==> src/rtl/axi_lite_slave_bridge.sv <==
// AXI4-Lite responder that turns each AXI transaction into one access on the internal req/ack bus.
// One transaction at a time; address decode, strobe/alignment checks and the access timeout live here.
module axi_lite_slave_bridge #(
  parameter int                    ADDR_WIDTH     = 32,
  parameter int                    DATA_WIDTH     = 32,
  parameter logic [ADDR_WIDTH-1:0] BASE_ADDR      = 32'h4000_0000,
  parameter logic [ADDR_WIDTH-1:0] ADDR_SPAN      = 32'h0001_0000,
  parameter int                    TIMEOUT_CYCLES = 256
) (
  input  logic                    clk,
  input  logic                    rst_n,
  input  logic [ADDR_WIDTH-1:0]   axi_awaddr,
  input  logic [2:0]              axi_awprot,
  input  logic                    axi_awvalid,
  output logic                    axi_awready,
  input  logic [DATA_WIDTH-1:0]   axi_wdata,
  input  logic [DATA_WIDTH/8-1:0] axi_wstrb,
  input  logic                    axi_wvalid,
  output logic                    axi_wready,
  output logic [1:0]              axi_bresp,
  output logic                    axi_bvalid,
  input  logic                    axi_bready,
  input  logic [ADDR_WIDTH-1:0]   axi_araddr,
  input  logic [2:0]              axi_arprot,
  input  logic                    axi_arvalid,
  output logic                    axi_arready,
  output logic [DATA_WIDTH-1:0]   axi_rdata,
  output logic [1:0]              axi_rresp,
  output logic                    axi_rvalid,
  input  logic                    axi_rready,
  output logic                    int_req,
  output logic                    int_we,
  output logic [ADDR_WIDTH-1:0]   int_addr,
  output logic [DATA_WIDTH-1:0]   int_wdata,
  input  logic                    int_ack,
  input  logic [DATA_WIDTH-1:0]   int_rdata,
  output logic [15:0]             timeout_count
);

  localparam int STRB_WIDTH = DATA_WIDTH / 8;
  localparam int CNT_WIDTH  = $clog2(TIMEOUT_CYCLES);
  localparam logic [CNT_WIDTH-1:0] CNT_LAST = CNT_WIDTH'(TIMEOUT_CYCLES - 1);

  localparam logic [1:0] RESP_OKAY   = 2'b00;
  localparam logic [1:0] RESP_SLVERR = 2'b10;
  localparam logic [1:0] RESP_DECERR = 2'b11;

  typedef enum logic [2:0] {
    IDLE,
    WR_COLLECT,
    WR_ACCESS,
    WR_RESP,
    RD_ACCESS,
    RD_RESP
  } state_t;

  state_t                  state;
  logic                    aw_done;
  logic                    w_done;
  logic [ADDR_WIDTH-1:0]   aw_addr_q;
  logic [DATA_WIDTH-1:0]   w_data_q;
  logic [STRB_WIDTH-1:0]   w_strb_q;
  logic [CNT_WIDTH-1:0]    wait_cnt;

  logic                    aw_hs;
  logic                    w_hs;
  logic                    ar_hs;
  logic                    have_aw;
  logic                    have_w;
  logic [ADDR_WIDTH-1:0]   wr_addr;
  logic [DATA_WIDTH-1:0]   wr_data;
  logic [STRB_WIDTH-1:0]   wr_strb;
  logic [1:0]              wr_check;
  logic [1:0]              rd_check;
  logic                    unused_prot;

  // Offset compare avoids overflow when the window touches the top of the address space.
  function automatic logic [1:0] check_resp(input logic [ADDR_WIDTH-1:0] addr,
                                            input logic                  strb_ok);
    logic [ADDR_WIDTH-1:0] offset;
    offset = addr - BASE_ADDR;
    if (addr < BASE_ADDR || offset >= ADDR_SPAN)
      check_resp = RESP_DECERR;
    else if (addr[1:0] != 2'b00 || !strb_ok)
      check_resp = RESP_SLVERR;
    else
      check_resp = RESP_OKAY;
  endfunction

  always_comb begin
    axi_awready = 1'b0;
    axi_wready  = 1'b0;
    axi_arready = 1'b0;
    if (rst_n) begin
      case (state)
        IDLE: begin
          axi_awready = 1'b1;
          axi_wready  = 1'b1;
          axi_arready = !axi_awvalid && !axi_wvalid;
        end
        WR_COLLECT: begin
          axi_awready = !aw_done;
          axi_wready  = !w_done;
        end
        default: ;
      endcase
    end
  end

  assign aw_hs    = axi_awvalid && axi_awready;
  assign w_hs     = axi_wvalid && axi_wready;
  assign ar_hs    = axi_arvalid && axi_arready;
  assign have_aw  = aw_done || aw_hs;
  assign have_w   = w_done || w_hs;
  assign wr_addr  = aw_done ? aw_addr_q : axi_awaddr;
  assign wr_data  = w_done ? w_data_q : axi_wdata;
  assign wr_strb  = w_done ? w_strb_q : axi_wstrb;
  assign wr_check = check_resp(wr_addr, &wr_strb);
  assign rd_check = check_resp(axi_araddr, 1'b1);

  assign unused_prot = ^{axi_awprot, axi_arprot};

  always_ff @(posedge clk or negedge rst_n) begin
    if (!rst_n) begin
      state         <= IDLE;
      aw_done       <= 1'b0;
      w_done        <= 1'b0;
      aw_addr_q     <= '0;
      w_data_q      <= '0;
      w_strb_q      <= '0;
      wait_cnt      <= '0;
      axi_bresp     <= RESP_OKAY;
      axi_bvalid    <= 1'b0;
      axi_rdata     <= '0;
      axi_rresp     <= RESP_OKAY;
      axi_rvalid    <= 1'b0;
      int_req       <= 1'b0;
      int_we        <= 1'b0;
      int_addr      <= '0;
      int_wdata     <= '0;
      timeout_count <= '0;
    end else begin
      case (state)
        IDLE, WR_COLLECT: begin
          if (have_aw && have_w) begin
            aw_done <= 1'b0;
            w_done  <= 1'b0;
            if (wr_check != RESP_OKAY) begin
              axi_bresp  <= wr_check;
              axi_bvalid <= 1'b1;
              state      <= WR_RESP;
            end else begin
              int_req   <= 1'b1;
              int_we    <= 1'b1;
              int_addr  <= wr_addr;
              int_wdata <= wr_data;
              wait_cnt  <= '0;
              state     <= WR_ACCESS;
            end
          end else if (aw_hs || w_hs) begin
            if (aw_hs) begin
              aw_done   <= 1'b1;
              aw_addr_q <= axi_awaddr;
            end
            if (w_hs) begin
              w_done   <= 1'b1;
              w_data_q <= axi_wdata;
              w_strb_q <= axi_wstrb;
            end
            state <= WR_COLLECT;
          end else if (ar_hs) begin
            if (rd_check != RESP_OKAY) begin
              axi_rresp  <= rd_check;
              axi_rdata  <= '0;
              axi_rvalid <= 1'b1;
              state      <= RD_RESP;
            end else begin
              int_req  <= 1'b1;
              int_we   <= 1'b0;
              int_addr <= axi_araddr;
              wait_cnt <= '0;
              state    <= RD_ACCESS;
            end
          end
        end

        // An ack in the timeout cycle still counts as a successful access.
        WR_ACCESS, RD_ACCESS: begin
          if (int_ack || wait_cnt == CNT_LAST) begin
            int_req <= 1'b0;
            if (!int_ack && timeout_count != 16'hFFFF)
              timeout_count <= timeout_count + 16'd1;
            if (state == WR_ACCESS) begin
              axi_bresp  <= int_ack ? RESP_OKAY : RESP_SLVERR;
              axi_bvalid <= 1'b1;
              state      <= WR_RESP;
            end else begin
              axi_rresp  <= int_ack ? RESP_OKAY : RESP_SLVERR;
              axi_rdata  <= int_ack ? int_rdata : '0;
              axi_rvalid <= 1'b1;
              state      <= RD_RESP;
            end
          end else begin
            wait_cnt <= wait_cnt + CNT_WIDTH'(1);
          end
        end

        WR_RESP: begin
          if (axi_bready) begin
            axi_bvalid <= 1'b0;
            state      <= IDLE;
          end
        end

        RD_RESP: begin
          if (axi_rready) begin
            axi_rvalid <= 1'b0;
            state      <= IDLE;
          end
        end

        default: state <= IDLE;
      endcase
    end
  end

endmodule

==> config.mk <==
export PLATFORM = sky130hd
export DESIGN_NAME = axi_lite_slave_bridge
export DESIGN_NICKNAME = d
export VERILOG_FILES = /design/src/rtl/axi_lite_slave_bridge.sv
export SDC_FILE = /design/constraint.sdc
export NUM_CORES = 1
export LEC_CHECK = 0
export CORE_ASPECT_RATIO = 0.5
export CORE_MARGIN = 3
export CORE_UTILIZATION = 50
export DETAILED_ROUTE_END_ITERATION = 16
export GPL_ROUTABILITY_DRIVEN = 0
export PLACE_DENSITY = 0.82
export SETUP_SLACK_MARGIN = 0.05
export SLEW_MARGIN = 0
export SYNTH_ARGS = -nofsm -noshare
export SYNTH_HDL_FRONTEND = slang
export SYNTH_SLANG_ARGS = --single-unit
export TNS_END_PERCENT = 30
==> constraint.sdc <==
create_clock -name clk -period 3.4 [get_ports clk]
set_input_delay 0.68 -clock clk [delete_from_list [all_inputs] [get_ports clk]]
set_output_delay 0.68 -clock clk [all_outputs]
set_load 0.01 [all_outputs]
**Yosys cells after proc, flatten, opt, wreduce, memory -nomap -nowiden**

Cells that the tools add are included.

- Flip-flop bits (word level): 201
- Bits in latches: 0
- Bits in writable memories: 0
- Bits in read-only memories: 0
- Input bits: 146
- Memories kept: 0

- Add/sub/neg operators: 4
- $mul: 0
- Div/mod/pow operators: 0
- $lt $le $gt $ge: 4
- Equal/unequal tests: 27
- Shift-type cells: 0
- Mux-type cells: 87
- Bitwise logic cells: 2
- Reduce and logical (&&, ||, !) cells: 48

Operator list:

| operator | count |
|---|---|
| $mux 32 | 14 |
| $ge 32x17->1 const B | 2 |
| $lt 32x31->1 const B | 2 |
| $pmux 32 s2 | 1 |
| $sub 32x31->32 const B | 2 |
| $mux 8 | 6 |
| $mux 1 | 34 |
| $mux 2 | 15 |
| $ne 2x2->1 const B | 15 |
| $mux 3 | 7 |
| $reduce_and 6->1 | 3 |
| $reduce_bool 2->1 | 9 |
| $add 16x1->16 const B | 1 |
| $ne 16x16->1 const B | 1 |
| $pmux 8 s2 | 1 |
| $reduce_and 4->1 | 4 |
| $ne 3x3->1 const B | 4 |
| $pmux 3 s4 | 1 |
| $reduce_and 3->1 | 4 |
| $reduce_and 5->1 | 2 |
| $add 8x1->8 const B | 1 |
| $eq 8x8->1 const B | 1 |
| $pmux 2 s2 | 2 |
| $reduce_and 8->1 | 1 |
| other kinds (15) | 39 |

**Longest topological paths before layout**

Gate-level depths: netlist (run 1).

- Word-level depth: 10
- Depth in mapped cells: 9
- Depth with buffers taken out: 7

**Least setup slack after synthesis (run 1)**

OpenSTA, ideal clock, no wires.

- Path kind: input port to flip-flop
- Start: in axi_awvalid
- End: reg axi_rdata[10]
- Setup time: 0.135 ns
- Arrival time: 2.324 ns
- Data required time: 3.265 ns
- Setup slack: 0.942 ns
- Stages: 9
- Path buffers: 3
- Cells stage by stage: clkbuf_1 nor4b_1 and3_1 o31ai_1 a2111o_1 clkbuf_1 buf_2 nand2_1 o21ai_0

- Longest elaborated chain between the ends: 7
- Elaborated cells on any way between the ends: 13
- Those cells by class: eq/ne: 3; mux: 2; reduce/logical: 8

RTL lines:

| item | RTL line | text |
|---|---|---|
| from (decl) | 14 | `input logic axi_awvalid,` |
| $logic_not 1->1 | 99 | `axi_arready = !axi_awvalid && !axi_wvalid;` |
| $logic_and 1x1->1 | 99 |  |
| $mux 1 | 95 | `case (state)` |
| $mux 1 | 94 | `if (rst_n) begin` |
| $logic_and 1x1->1 | 112 | `assign ar_hs = axi_arvalid && axi_arready;` |
| $ne 2x2->1 (no source line) | - |  |
| $reduce_and 7->1 (no source line) (*) | - |  |
| to (signal assigned) | 199 | `axi_rdata <= int_ack ? int_rdata : '0;` |
| to (decl) | 27 | `output logic [DATA_WIDTH-1:0] axi_rdata,` |

Every way passes the cells marked *; elsewhere a longest branch is shown, timed or not.
A chain may end at the register's enable or synchronous reset.

**Final worst setup path (run 1)**

- Start: in axi_awvalid
- End: out axi_arready

- Longest elaborated chain between the ends: 4

RTL lines:

| item | RTL line | text |
|---|---|---|
| $logic_not 1->1 | 99 |  |
| $logic_and 1x1->1 | 99 |  |
| $mux 1 | 95 |  |
| $mux 1 | 94 |  |
| to (decl) | 26 | `output logic axi_arready,` |

No other way between the ends.

==> summary.txt, run 1 <==
Status -> completed
Via/cell ratio -> 5.34
CTS tree -> yes
Post-Synth Adder-Cell Area -> 0.287%
Post-route DRC -> 0
Placement Setup Slack -> 0.269 ns
Reg-to-Reg Start -> aw_done
HPWL after DPL -> 16000 um
CTS clk-pin slew, worst paths -> 0.07 ns
CP dominant cell by count -> clkdlybuf4s50_1
Core Util, Final -> 72.9%
R2R Setup Slk -> 0.80 ns
Xor/xnor share of the synthesized area -> 1.41%
CP Buf/Inv Count -> 2
Minimum clock period -> 3.01 ns
Initial antenna violation count -> 0
Hold buffers post-CTS -> 0
Die height -> 99.3 um
EDFF count, synth -> 0
Gr ovfl total -> 0
Initial DRC Count -> 492
Area Growth Syn to Fin -> 39.9%
Commonest non-fill, non-tap cell in the layout -> clkdlybuf4s50_1
Lkg Pwr -> 5.26 nW
Post-Route Setup TNS -> 0 ns
CP arrival -> 2.33 ns
Critical Path RT -> 2.72 ns
Crit path max-delay family -> buffers and inverters
Starting Density -> 52.1%
Mean Syn Cell Area -> 11.3 um^2
CTS Sinks -> 201
Synth Cell Area -> 0.00871 mm^2
Global-route wire length before repair -> 36900 um
DR vias -> 6739
Fraction of layout cells with a size suffix above 1 -> 13.7%
CTS Root Cell -> clkbuf_16
FP Rows -> 33
I/O pins -> 269
Synth async-reset ratio -> 100%
Die X -> 193 um
Setup violators final -> 0
Critical path type -> primary input to output port
Maximum number of pins on one net before global-route repair -> 83
Synth warn -> 0
Drt wl/cell -> 18.0 um
Startpoint types -> primary input
Distinct cells, synth -> 47
Worst IR Drop VDD -> 0.000419 V
Most frequent cells in the layout -> clkdlybuf4s50_1 (261), dfrtp_1 (200), nand2_1 (132)
Post-synthesis sequential area ratio -> 57.8%
Final Hold Fails -> 0
Compound-gate portion of the synthesized area -> 9.40%
Synth Area in Simple Gates -> 12.2%
Post CTS Setup Buffer Count -> 0
Worst Hold Class -> primary input to asynchronous set/reset pin
Crit path cell chain -> clkdlybuf4s50_1 -> nor4b_1 -> and2_1 -> clkdlybuf4s50_1
Final nets -> 1173
PwrDens -> 600 mW/mm^2
Worst setup margin -> 0.387 ns
Post-route ant nets -> 0
Final slew viol count -> 0
# port buffers -> 262
H-tree levels -> 1
Die ar. -> 0.0191 mm^2
Fmax -> 332 MHz
Synthesized net count -> 921
Main combinational cell family by area after synthesis -> multiplexers
First-pass DRT Iterations -> 4
Longest Clk Path Bufs -> 3
CTS resizes -> 0
Total wire length -> 22800 um
Max-Cap Viols -> 0
CTS buffer count -> 19
Period utilization -> 88.6%
Synth Instances -> 773
Worst Skew -> 0.0140 ns
Worst R2R Path Depth -> 5
Ys flop type -> dfrtp_1
Vias in the first global route -> 7060
# diodes -> 0
Mux contribution to synthesized area -> 16.5%
CORE AREA -> 0.0167 mm^2
Crit path max-delay cell type -> clkdlybuf4s50_1
Yosys reg bits -> 201
Slew @ Worst Pin -> 0.963 ns
Max FO, Critical Path -> 8
Total global-route track usage -> 23.7%
CP max stage delay -> 0.57 ns
Unrepaired setup endpoints after global routing -> false
Slew HR -> 35.8%
Worst-Skew Late Latency -> 0.48 ns
Crit. End Element -> output port
RR Endpoint -> int_addr[6]
report_power, final:
part           switching (W)  internal, W
logic               0.000836      0.00103
clock network       0.000888      0.00125
registers           0.000384      0.00292
total                0.00211      0.00521
worst max path at each step:
stage               slack (ns)           start            end  cells past startpoint
floorplan                 0.94     axi_awvalid  axi_rdata[10]                      9
global placement          0.30  axi_araddr[29]    int_addr[2]                      7
detailed placement        0.27  axi_araddr[28]    wait_cnt[4]                      8
CTS                       0.38     axi_awvalid    axi_arready                      4
global route              0.28     axi_awvalid    axi_arready                      4
finish                    0.39     axi_awvalid    axi_arready                      4
cell families (layout without fill, tap and decap cells):
logic type | count (synthesis) | in the layout
AOI/OAI and AO/OA | 144 | 144
xor gates and xnor gates | 14 | 14
adders and majority gates | 2 | 2
and+or+nand+nor | 227 | 227
DFF | 201 | 201
muxes | 133 | 133
buffers and inverters | 52 | 315
routing by layer:
layer	GRT usage [%]	part of all wire, %
met4	5.43	2.1
met3	4.30	5.0
met5	0	0
met2	42.4	52
met1	30.4	41
cells in the mapped netlist, drive strengths merged (3+ instances only):
master	instances	share of area, %
o21ai	89	5.1
nor3	6	0.46
buf	13	0.76
a41oi	3	0.30
nor4b	5	0.57
a211oi	3	0.40
mux2	83	11
a31oi	12	0.86
a21o	4	0.34
or2	3	0.22
and3	20	1.4
nand2	132	5.7
clkbuf	33	1.4
inv	6	0.26
xnor2	12	1.2
mux2i	50	5.7
nor2	17	0.73
nand4	11	0.79
nand3	14	0.80
a21oi	20	1.1
o31ai	3	0.26
dfrtp	201	58
nor4	9	0.65
nand2b	3	0.24
flip-flops by register name, summed over array words and instances, names as in the netlist, 2 cells and up:
signal	flops
w_strb_q	4
aw_addr_q	32
int_wdata	32
axi_rresp	2
wait_cnt	8
axi_bresp	2
axi_rdata	32
timeout_count	16
int_addr	32
w_data_q	32
state	3
area by class of cell:
class / instances / area, um^2
clock inverter: 4 / 47.5
sequential: 201 / 5030
timing repair buffer: 277 / 2740
multi-input combinational: 520 / 3480
clock buffer: 28 / 579
fill: 1209 / 4540
tap: 227 / 284
inverter: 6 / 22.5
through the flow:
step	power (W)	instance area [um^2]	hold WS, ns	std cells
3_5_place_dp	0.00520	11600	0.453	1231
2_1_floorplan	0.00443	8710	0.384	773
6_report	0.00731	12200	0.112	1263
4_1_cts	0.00738	12200	0.113	1263
3_3_place_gp	0.00509	11600	0.456	1231
5_1_grt	0.00773	12200	0.124	1263
Note: power is estimated with default switching activity, not from simulation.
==> run 2: changes to the inputs <==
- GPL_TIMING_DRIVEN: not set -> 1
==> results of run 2 <==
The final DEF is identical to that of run 1; final timing and power are the same.
==> run 3: changes to the inputs <==
- CAP_MARGIN: not set -> 10
==> results of run 3 <==
The final DEF is identical to that of run 1; final timing and power are the same.
